$ cat src/rtl/seg_scan_ctrl.sv
// seg_scan_ctrl: time-multiplexed scan controller for a common-anode
// multi-digit 7-segment display. A shadow bank takes writes from the command
// path; it is copied to the displayed bank only at frame boundaries.
// Optional build macro: SEG_SCAN_LZB_EN enables leading-zero blanking.
module seg_scan_ctrl #(
  parameter int DIGITS = 4,
  parameter int DIV    = 50000,
  parameter int AW     = $clog2(DIGITS)
) (
  input  logic              clk,
  input  logic              reset,
  input  logic              wr_valid,
  output logic              wr_ready,
  input  logic [AW-1:0]     wr_addr,
  input  logic [3:0]        wr_data,
  input  logic              commit,
  input  logic [DIGITS-1:0] digit_en,
  output logic [3:0]        dec_data,
  output logic [DIGITS-1:0] an,
  output logic              frame_done
);

  localparam int PW = (DIV > 1) ? $clog2(DIV) : 1;
  localparam logic [AW:0] DIG_CNT = (AW+1)'(DIGITS);

  logic [PW-1:0]     pc_q, pc_d;
  logic [AW-1:0]     slot_q, slot_d;
  logic [3:0]        shadow_q [DIGITS];
  logic [3:0]        shadow_d [DIGITS];
  logic [3:0]        active_q [DIGITS];
  logic [3:0]        active_d [DIGITS];
  logic              pending_q, pending_d;
  logic [3:0]        dec_q, dec_d;
  logic [DIGITS-1:0] an_q, an_d;
  logic              frame_done_q, frame_done_d;

  logic              pc_wrap;
  logic              slot_last;
  logic              boundary;
  logic              commit_now;
  logic [AW-1:0]     slot_nxt;
  logic              slot_show;

  assign wr_ready   = ~pending_q;
  assign dec_data   = dec_q;
  assign an         = an_q;
  assign frame_done = frame_done_q;

`ifdef SEG_SCAN_LZB_EN
  logic [DIGITS-1:0] lzb_show;

  // Digit i>0 is shown only if it or some higher digit of the active bank is non-zero.
  always_comb begin : lzb_eval
    logic nz_above;
    int unsigned idx;
    nz_above = 1'b0;
    lzb_show = '0;
    idx      = 0;
    for (int unsigned k = 0; k < DIGITS; k++) begin
      idx = DIGITS - 1 - k;
      nz_above = nz_above | (|active_q[idx]);
      lzb_show[idx] = nz_above || (idx == 0);
    end
  end

  assign slot_show = lzb_show[slot_q];
`else
  assign slot_show = 1'b1;
`endif

  // Scan sequencing, shadow writes, commit handshake and bank copy.
  always_comb begin
    pc_wrap    = (pc_q == PW'(DIV - 1));
    slot_last  = (slot_q == AW'(DIGITS - 1));
    boundary   = pc_wrap && slot_last;
    commit_now = boundary && pending_q;
    slot_nxt   = slot_last ? '0 : slot_q + AW'(1);

    pc_d         = pc_wrap ? '0 : pc_q + PW'(1);
    slot_d       = slot_q;
    shadow_d     = shadow_q;
    active_d     = active_q;
    pending_d    = pending_q;
    dec_d        = dec_q;
    an_d         = an_q;
    frame_done_d = boundary;

    if (wr_valid && !pending_q && ({1'b0, wr_addr} < DIG_CNT)) begin
      shadow_d[wr_addr] = wr_data;
    end

    // A pending copy retires at the boundary; a commit arriving in that same
    // cycle (with nothing pending) arms the next frame's copy instead.
    if (commit_now) begin
      active_d  = shadow_q;
      pending_d = 1'b0;
    end else if (commit && !pending_q) begin
      pending_d = 1'b1;
    end

    if (pc_wrap) begin
      slot_d = slot_nxt;
      dec_d  = commit_now ? shadow_q[slot_nxt] : active_q[slot_nxt];
      an_d   = '1;
    end else if (pc_q == '0) begin
      an_d = '1;
      if (digit_en[slot_q] && slot_show) begin
        an_d[slot_q] = 1'b0;
      end
    end
  end

  // State register with synchronous active-high reset.
  always_ff @(posedge clk) begin
    if (reset) begin
      pc_q         <= '0;
      slot_q       <= '0;
      for (int unsigned i = 0; i < DIGITS; i++) begin
        shadow_q[i] <= '0;
        active_q[i] <= '0;
      end
      pending_q    <= 1'b0;
      dec_q        <= '0;
      an_q         <= '1;
      frame_done_q <= 1'b0;
    end else begin
      pc_q         <= pc_d;
      slot_q       <= slot_d;
      shadow_q     <= shadow_d;
      active_q     <= active_d;
      pending_q    <= pending_d;
      dec_q        <= dec_d;
      an_q         <= an_d;
      frame_done_q <= frame_done_d;
    end
  end

endmodule
$ cat config.mk
export PLATFORM = sky130hd
export DESIGN_NAME = seg_scan_ctrl
export DESIGN_NICKNAME = d
export VERILOG_FILES = /design/src/rtl/seg_scan_ctrl.sv
export SDC_FILE = /design/constraint.sdc
export NUM_CORES = 1
export LEC_CHECK = 0
export BUFFER_PORTS_ARGS = -buffer_cell sky130_fd_sc_hd__buf_2
export CORE_ASPECT_RATIO = 0.7
export CORE_MARGIN = 10
export CORE_UTILIZATION = 40
export DETAILED_ROUTE_END_ITERATION = 8
export SLEW_MARGIN = 15
export SYNTH_ARGS = -nofsm -noshare
export SYNTH_HDL_FRONTEND = slang
export SYNTH_SLANG_ARGS = --single-unit
$ cat constraint.sdc
create_clock -name clk -period 2.1 [get_ports clk]
set_input_delay 0.315 -clock clk [delete_from_list [all_inputs] [get_ports clk]]
set_output_delay 0.315 -clock clk [all_outputs]
set_load 0.03 [all_outputs]
[After elaboration in Yosys (flattened, before gate mapping)]
Index checks and enable logic that the tools add are counted.
Word-level totals
  bits of input ports: 14
  word-level logic and storage cells: 53
  register bits after elaboration: 60
Cells by class
  equal/unequal tests: 2
  reductions and logical operators: 10
  add/subtract/negate cells: 2
  multiplexer cells: 16
  order comparisons: 5
  bitwise operators: 4
Operators with widths (number)
  4-bit 2-to-1 mux: 7
  16-bit by 1-bit adder with 16-bit output, second input constant: 1
  4-bit binary-select mux with 2-bit select: 2
  16-bit bitwise mux: 1
  16-bit equality test, second input constant: 1
  16-bit zero test: 1
  4-bit demux with 2-bit select: 1
  3-bit >= comparator, second input constant: 2
  1-bit logical AND: 6
  2-bit NOT with 3-bit output: 2
  4-bit NOT: 1
  2-bit OR reduction: 2
  2-bit by 3-bit < comparator with 1-bit output, second input constant: 1
  3-bit by 1-bit < comparator with 1-bit output, second input constant: 1
  2-bit by 1-bit adder with 2-bit output, second input constant: 1
  1-bit binary-select mux with 2-bit select: 1
  1-bit demux with 2-bit select: 1
  2-bit equality test, second input constant: 1
  2-bit by 1-bit >= comparator with 1-bit output, second input constant: 1
  1-bit 2-to-1 mux: 2
  2-bit 2-to-1 mux: 1
  1-bit zero test: 1
  1-bit NOT: 1

[Depth between registers and ports, before layout]
Gate-level depths: netlist of the first run.
  depth in word-level cells: 7
  depth in mapped cells: 7

[Worst setup path after synthesis of the first run]
OpenSTA, ideal clock, no wires.
  path type: register -> register
  start point: register slot_q[0]
  end point: register dec_q[0] (netlist: dec_data[0])
  slack: 144 ps
  arrival time: 1839 ps
  buffers on the path: 1
  cell stages (with the launch flop): 7
  period minus slack after synthesis: 1956 ps
  library setup time: 117 ps
  cells stage by stage: dfxtp_1 -> inv_1 -> ha_1 -> clkbuf_1 -> mux4_2 -> o21bai_1 -> a32o_1
On the way
  cells in the longest elaborated chain, start to end: 7
  elaborated cells on any way between the ends: 13
  classes of those cells: 1 x add/sub; 1 x eq/ne; 8 x mux; 1 x bitwise; 2 x reduce/logical
Ends and longest elaborated chain
  start: declaration: line 27  | logic [AW-1:0] slot_q, slot_d;
  start signal: assignment: line 128  | slot_q <= slot_d;
  2-bit by 1-bit adder with 2-bit output or 2-bit equality test (tied branches): line 77, 74
  2-bit 2-to-1 mux (*): line 77  | slot_nxt = slot_last ? '0 : slot_q + AW'(1);
  named net slot_nxt[1]: line 41  | logic [AW-1:0] slot_nxt;
  2-bit NOT with 3-bit output (not written as such) (*): line 103  | dec_d = commit_now ? shadow_q[slot_nxt] : active_q[slot_nxt];
  4-bit binary-select mux with 2-bit select: line 103
  4-bit 2-to-1 mux (not written as such) (2 in series): line 103
  4-bit 2-to-1 mux (*): line 103
  end signal: assignment: line 123  | dec_q <= '0;
  end signal: assignment: line 132  | dec_q <= dec_d;
  end: declaration: line 33  | logic [3:0] dec_q, dec_d;
Mark *: on every way through the listed nets, which the timed path passes. The rest lies on a longest branch. The select of a mux whose other input is x is not followed.
A chain may end at the register's enable or synchronous reset.

[Final worst setup path of the first run]
  start point: register slot_q[1]
  end point: register dec_q[0] (netlist: dec_data[0])
Same word-level chain as after synthesis.

==> results by group, run 1 <==
Outcome
  • Status: finished, final reports clean

Yosys
  • Yosys cell types: 38
  • Async set-reset flop share out of synthesis: 0%
  • Post-synthesis sequential area ratio: 44.5%
  • Yosys warning count: 0
  • Post-synth top area cell: dfxtp_1
  • Main area contributors after synthesis: dfxtp_1 45%, mux2i_1 7.4%, nor2_1 5.8%, nand4_1 4.9%, xnor2_1 4.2%
  • Synth top area share: 44.5%
  • Mapped Cells: 286
  • Net Count, Synth: 306
  • Mapped cell area: 2700 um2
  • Number of enable flip-flop cells after synthesis: 0
  • Top FF cell, synth: dfxtp_1
  • Register bit total from synthesis: 60
  • Synthesized area per cell: 9.43 um2

Cells and area
  • Fillers: 616
  • Area added between synthesis and finish: 16.7%
  • Layout cells sized above 1: 19.9%
  • NumNets Final: 331
  • # diodes: 0
  • Commonest non-fill, non-tap cells in the layout: 60 x dfxtp_1, 42 x nor2_1, 23 x buf_2
  • Commonest non-fill, non-tap cell in the layout: dfxtp_1

Min path
  • Worst min path class: input pin to register

Global route
  • Vias in the first global route: 2,090
  • Global-route wire length before repair: 10.8 mm
  • Congestion Overflow GR: 0
  • Initial antenna violation count: 0
  • All-Layer GR Usage: 12.8%
  • Largest net degree at the start of global routing: 33

Die
  • Rows: 24
  • Initial Util: 42.2%
  • IO Pins: 24
  • Die width: 118 um
  • Die area: 10,500 um2
  • Die Y: 88.7 um
  • Core area: 6400 um2

Critical path
  • Critical path cell sequence: inv_1, ha_1, mux4_2, o21bai_1, a32o_1
  • Launch point of the worst reg-to-reg path: slot_q[1]
  • Critical path peak fanout: 9
  • WP buf/inv: 1
  • CP max-delay cell: ha_1
  • Crit-path max cell delay: 550 ps
  • Crit path DAT: 2190 ps
  • Startpoint Class: register
  • Crit path required time: 2340 ps
  • Critical path class: register to register
  • Top Family by Delay on Critical Path: adder cells
  • Cell count along the critical path: 5
  • Launch point of the worst path: slot_q[1]
  • Reg2Reg Setup Slack: 150 ps
  • R2r worst-path depth: 5
  • CP endpoint kind: register
  • Critical Path End: dec_data[0]
  • Capture point of the worst reg-to-reg path: dec_data[0]

Placement
  • Routability congestion estimate: 0.771
  • Buffers on Ports: 23
  • Detailed placer's ending HPWL: 4.38 mm

Pwr
  • Psw: 0.000558 W
  • Peak supply drop: 0.000312 V
  • Net Sw Frac: 22.0%
  • Total power: 0.00254 W
  • Gate power share: 4.2%
  • Seq pwr share: 46.2%
  • Clock Power Share: 49.6%
  • Pleak: 1.13 nW
  • P_int: 0.00198 W
  • Power per Cell Area: 806 nW/um2

Clocking
  • Clock latency on the worst-skew pair: 350 ps
  • Clk buf depth: 2
  • Clock root cell: clkbuf_8
  • Post-CTS Setup Bufs: 0
  • H-tree depth: 3
  • CTS Sinks: 60
  • Worst-path clk slew: 70 ps
  • Hold Buf Count CTS: 0
  • CTS Buf Count: 9
  • CTS tree: built
  • PostCTS Resize Cnt: 0

STA
  • Final setup vio count: 0
  • Final Hold Fails: 0
  • RSZ-0062 raised after global routing: false
  • Setup TNS: 0 ps
  • Crit share post-route: 93.1%
  • Max-slew violation count: 0
  • Crit path time final: 1950 ps
  • Fmax: 0.512 GHz
  • Rel. slew slack: 56.2%
  • Post-route clock skew: 4.48 ps
  • Slew @ Worst Pin: 655 ps

Detailed routing
  • Drt pass-1 iters: 4
  • DR vias/cell: 5.19
  • Post-Route WL: 6.26 mm
  • Routed length per instance: 15.4 um
  • Post-DRT Antenna Nets: 0
  • Vias: 2,113
  • Number of remaining DRC errors: 0
  • Starting DRT DRC Count: 211

Job
  • Max-Cap Viols: 0
synthesized netlist by cell type (4+ instances only):
cell	number
o21bai_1	4
and3_1	4
nand3_1	5
a32o_1	4
mux4_2	5
dfxtp_1	60
mux2i_1	20
nor3_1	6
nor4_1	4
xnor2_1	13
o21ai_0	20
inv_1	8
ha_1	6
a21oi_1	16
nor2_1	42
clkbuf_1	12
nand2_1	8
nand4_1	21
power by group through the flow:
stage	Clock [W]	Combinational (W)	Sequential, W
after floorplan	0	0.0000686	0.00120
after global placement	0	0.000105	0.00120
after detailed placement	0	0.000106	0.00120
after CTS	0.00128	0.000106	0.00117
after global routing	0.00134	0.000117	0.00117
final	0.00126	0.000106	0.00117
worst min-delay path by stage:
stage	from	end	slack [ps]	cells past startpoint
2_1_floorplan	pc_q[0]	pc_q[0]	440	1
3_3_place_gp	pc_q[0]	pc_q[0]	450	1
3_5_place_dp	dec_data[2]	dec_data[2]	450	1
4_1_cts	reset	pc_q[2]	230	2
5_1_grt	reset	pc_q[2]	230	2
6_report	reset	pc_q[2]	230	2
state kept, by name, indices dropped and copies added (netlist names):
name	flops
active_q	16
pc_q	16
shadow_q	16
an	4
dec_data	4
slot_q	2
frame_done	1
pending_q	1
area by class of cell:
type	instances	area, um2	share of cell area [%]
Multi-Input combinational cell	198	1370	43.4
Clock inverter	7	115	3.66
Timing Repair Buffer	34	198	6.28
Inverter	8	30.0	0.954
Tap cell	91	114	3.62
Clock buffer	9	124	3.93
Sequential cell	60	1200	38.1
stage by stage:
| stage | instance area, um2 | std cells | setup slack, ps | utilization [%] | hold slack [ps] |
|---|---|---|---|---|---|
| 4_1_cts | 3150 | 407 | 144 | 49.2 | 227 |
| 3_5_place_dp | 2910 | 391 | 149 | 45.5 | 451 |
| 3_3_place_gp | 2910 | 391 | 174 | 45.5 | 451 |
| 2_1_floorplan | 2700 | 286 | 144 | - | 441 |
| 5_1_grt | 3150 | 407 | 4.41 | 49.2 | 232 |
| 6_report | 3150 | 407 | 145 | 49.2 | 231 |
routing by layer:
| metal | up-vias | share of wire [%] | global-route usage, % |
|---|---|---|---|
| met5 | - | 0 | 0 |
| met4 | 0 | 2.0 | 6.49 |
| met3 | 9 | 5.8 | 4.52 |
| met2 | 51 | 38 | 16.8 |
| met1 | 980 | 54 | 17.9 |
| li1 | 1073 | - | - |
kinds of logic after synthesis:
kind of cell | after synthesis | share of synthesized area [%]
AO/OA/AOI/OAI | 47 | 10.3
buffers and inverters | 28 | 4.78
multiplexers | 25 | 11.6
adder cells (fa/ha/maj) | 6 | 2.78
AND/OR/NAND/NOR | 106 | 21.5
XOR/XNOR | 14 | 4.55
flip-flops | 60 | 44.5
Power figures use the tool's default switching activity.
==> run 2: changes to the inputs <==
--- a/config.mk
+++ b/config.mk
@@ -9,6 +9,7 @@
 export CORE_ASPECT_RATIO = 0.7
 export CORE_MARGIN = 10
 export CORE_UTILIZATION = 40
+export CTS_BUF_LIST = sky130_fd_sc_hd__clkbuf_4 sky130_fd_sc_hd__clkbuf_8 sky130_fd_sc_hd__clkbuf_16
 export DETAILED_ROUTE_END_ITERATION = 8
 export SLEW_MARGIN = 15
 export SYNTH_ARGS = -nofsm -noshare
==> constraint.sdc (replaced) <==
create_clock -name clk -period 1.6 [get_ports clk]
set_input_delay 0.24 -clock clk [delete_from_list [all_inputs] [get_ports clk]]
set_output_delay 0.24 -clock clk [all_outputs]
set_load 0.03 [all_outputs]
==> run 2 against run 1 <==
Sequential power is 32% higher. Register-to-register slack worse by 310 ps. Largest power group is now sequential cells. Routed wire length is 4.9% higher. Worst setup slack worse by 310 ps. Critical path type unchanged. Sequential share of layout area is 4.3 points lower. Cell count is 7.9% higher. Global-route usage is 0.17 points higher. The flow now finishes with violations (negative setup slack).
==> results by group, run 2 (same netlist as run 1, synthesis figures left out) <==
Outcome
  • Status: finished, violations left
  • Violated checks: negative setup slack

Critical path
  • Crit path DAT: 2000 ps (-190 ps)
  • CP endpoint kind: register
  • Crit path required time: 1840 ps (-500 ps)
  • Capture point of the worst reg-to-reg path: dec_data[2]
  • Startpoint Class: register
  • Critical path class: register to register
  • Reg2Reg Setup Slack: -160 ps (-310 ps)
  • Launch point of the worst reg-to-reg path: slot_q[0]
  • R2r worst-path depth: 5 (unchanged)
  • Launch point of the worst path: slot_q[0]
  • Critical path peak fanout: 5 (-4)
  • Critical Path End: dec_data[2]

STA
  • Max-slew violation count: 0 (unchanged)
  • Crit share post-route: 110% (+17 points)
  • Fmax: 0.567 GHz (+11%)
  • RSZ-0062 raised after global routing: true
  • Crit path time final: 1760 ps (-192 ps)
  • Slew @ Worst Pin: 381 ps (-274 ps)
  • Min Hold Slack: 176 ps (-55.6 ps)
  • Final setup vio count: 4 (+4)
  • Post-route clock skew: 10.9 ps (+6.40 ps)
  • Final Hold Fails: 0 (unchanged)
  • Rel. slew slack: 74.5% (+18 points)
  • PnR worst setup slack: -163 ps (-308 ps)
  • Setup TNS: -579 ps (-579 ps)

Cells and area
  • Area of the multi-input gates: 1510 um2 (+11%)
  • Fin util: 55.9% (+6.7 points)
  • NumNets Final: 363 (+9.7%)
  • # diodes: 0 (unchanged)
  • Biggest regs: active_q: 16 flops, pc_q: 16 flops, shadow_q: 16 flops
  • Commonest non-fill, non-tap cells in the layout: 54 x dfxtp_1, 41 x nor2_1, 32 x buf_4
  • Layout cells sized above 1: 35.6% (+16 points)
  • Reg area: 1210 um2 (+0.83%)
  • Fillers: 581 (-5.7%)
  • Area added between synthesis and finish: 32.6%
  • Commonest non-fill, non-tap cell in the layout: dfxtp_1

Detailed routing
  • Starting DRT DRC Count: 208 (-1.4%)
  • Post-DRT Antenna Nets: 0 (unchanged)
  • DR vias/cell: 5.21 (+0.26%)
  • Post-Route WL: 6.56 mm (+4.9%)
  • Vias: 2,285 (+8.1%)
  • Routed length per instance: 14.9 um (-2.7%)
  • Drt pass-1 iters: 4 (unchanged)
  • Number of remaining DRC errors: 0 (unchanged)

Global route
  • Largest net degree at the start of global routing: 34 (+3.0%)
  • Initial antenna violation count: 0 (unchanged)
  • Congestion Overflow GR: 0 (unchanged)
  • Global-route wire length before repair: 10.8 mm (-0.31%)
  • All-Layer GR Usage: 13.0% (+0.17 points)
  • Vias in the first global route: 2,076 (-0.67%)

Pwr
  • Psw: 0.000740 W (+33%)
  • P_int: 0.00234 W (+18%)
  • Clock Power Share: 44.0% (-5.6 points)
  • Net Sw Frac: 24.0% (+2.0 points)
  • Seq pwr share: 50.0% (+3.8 points)
  • Peak supply drop: 0.000409 V (+31%)
  • Power per Cell Area: 862 nW/um2 (+6.9%)
  • Gate power share: 6.1% (+1.9 points)
  • Total power: 0.00308 W (+21%)
  • Pleak: 1.32 nW (+17%)

Clocking
  • Worst-path clk slew: 70 ps (about the same)
  • Clk buf depth: 2 (unchanged)
  • CTS tree: built
  • Clock latency on the worst-skew pair: 350 ps (about the same)
  • CTS Sinks: 60 (unchanged)
  • CTS Buf Count: 9 (unchanged)
  • Clock root cell: clkbuf_8
  • Hold Buf Count CTS: 0 (unchanged)
  • H-tree depth: 3 (unchanged)

Placement
  • Routability congestion estimate: 0.780 (+1.2%)
  • Buffers on Ports: 23 (unchanged)
  • Detailed placer's ending HPWL: 4.53 mm (+3.2%)

Die
  • Core area: 6400 um2 (unchanged)
  • Die width: 118 um (unchanged)
  • Rows: 24 (unchanged)
  • Die area: 10,500 um2 (unchanged)
  • IO Pins: 24 (unchanged)
  • Initial Util: 42.2% (unchanged)
  • Die Y: 88.7 um (unchanged)

Min path
  • Worst min path class: input pin to register

Job
  • Max-Cap Viols: 0 (unchanged)
## run 2: layout make-up
type                            count  share of cell area, %
Clock buffer                       10                   3.67
Multi-Input combinational cell    198                   42.3
Clock inverter                      6                   1.78
Timing Repair Buffer               66                   14.4
Sequential cell                    60                   33.9
Tap cell                           91                   3.18
Inverter                            8                  0.839
## run 2: worst max-delay path, stage by stage, from the launching register on
cell and delay, ps:
dfxtp_4 360, ha_4 160, nor2_4 200, mux4_2 540, o21bai_1 170, a32o_1 240
## run 2: worst min-delay path by stage
| stage | to | slack, ps | startpoint | cells after the start |
|---|---|---|---|---|
| global placement | dec_data[2] | 450 | dec_data[2] | 1 |
| floorplan | shadow_q[0] | 380 | wr_data[0] | 2 |
| CTS | shadow_q[14] | 170 | wr_data[2] | 3 |
| finish | shadow_q[14] | 180 | wr_data[2] | 3 |
| global route | shadow_q[6] | 170 | wr_data[2] | 3 |
| detailed placement | dec_data[2] | 450 | dec_data[2] | 1 |
## run 2: metrics by stage
| stage | std cells | setup slack [ps] | cell area [um2] |
|---|---|---|---|
| final | 439 | -163 | 3580 |
| after global routing | 439 | -235 | 3580 |
| after CTS | 432 | -178 | 3400 |
| after detailed placement | 415 | -176 | 3150 |
| after global placement | 415 | -144 | 3150 |
| after floorplan | 286 | -124 | 2720 |
## run 2: what timing repair did
item / in CTS / in global routing
resized for setup: 16 / 45
setup buffers: 0 / 7
cloned: 1 / 0
pin swaps: 8 / 18
endpoints found under the setup margin: 23 / 30
## run 2: routing by layer
metal  up-vias  wire (um)  global-route usage [%]
met5         -          0                       0
met4         0         89                    5.59
met3         6        371                    4.13
met2        56       2550                    16.6
met1      1079       3550                    19.0
li1       1144          -                       -
## run 2: power by group through the flow
| stage | Combinational [W] | Sequential [W] | Clock [W] |
|---|---|---|---|
| floorplan | 0.0000900 | 0.00157 | 0 |
| global placement | 0.000158 | 0.00157 | 0 |
| detailed placement | 0.000160 | 0.00157 | 0 |
| CTS | 0.000167 | 0.00154 | 0.00138 |
| global route | 0.000208 | 0.00154 | 0.00146 |
| finish | 0.000187 | 0.00154 | 0.00135 |
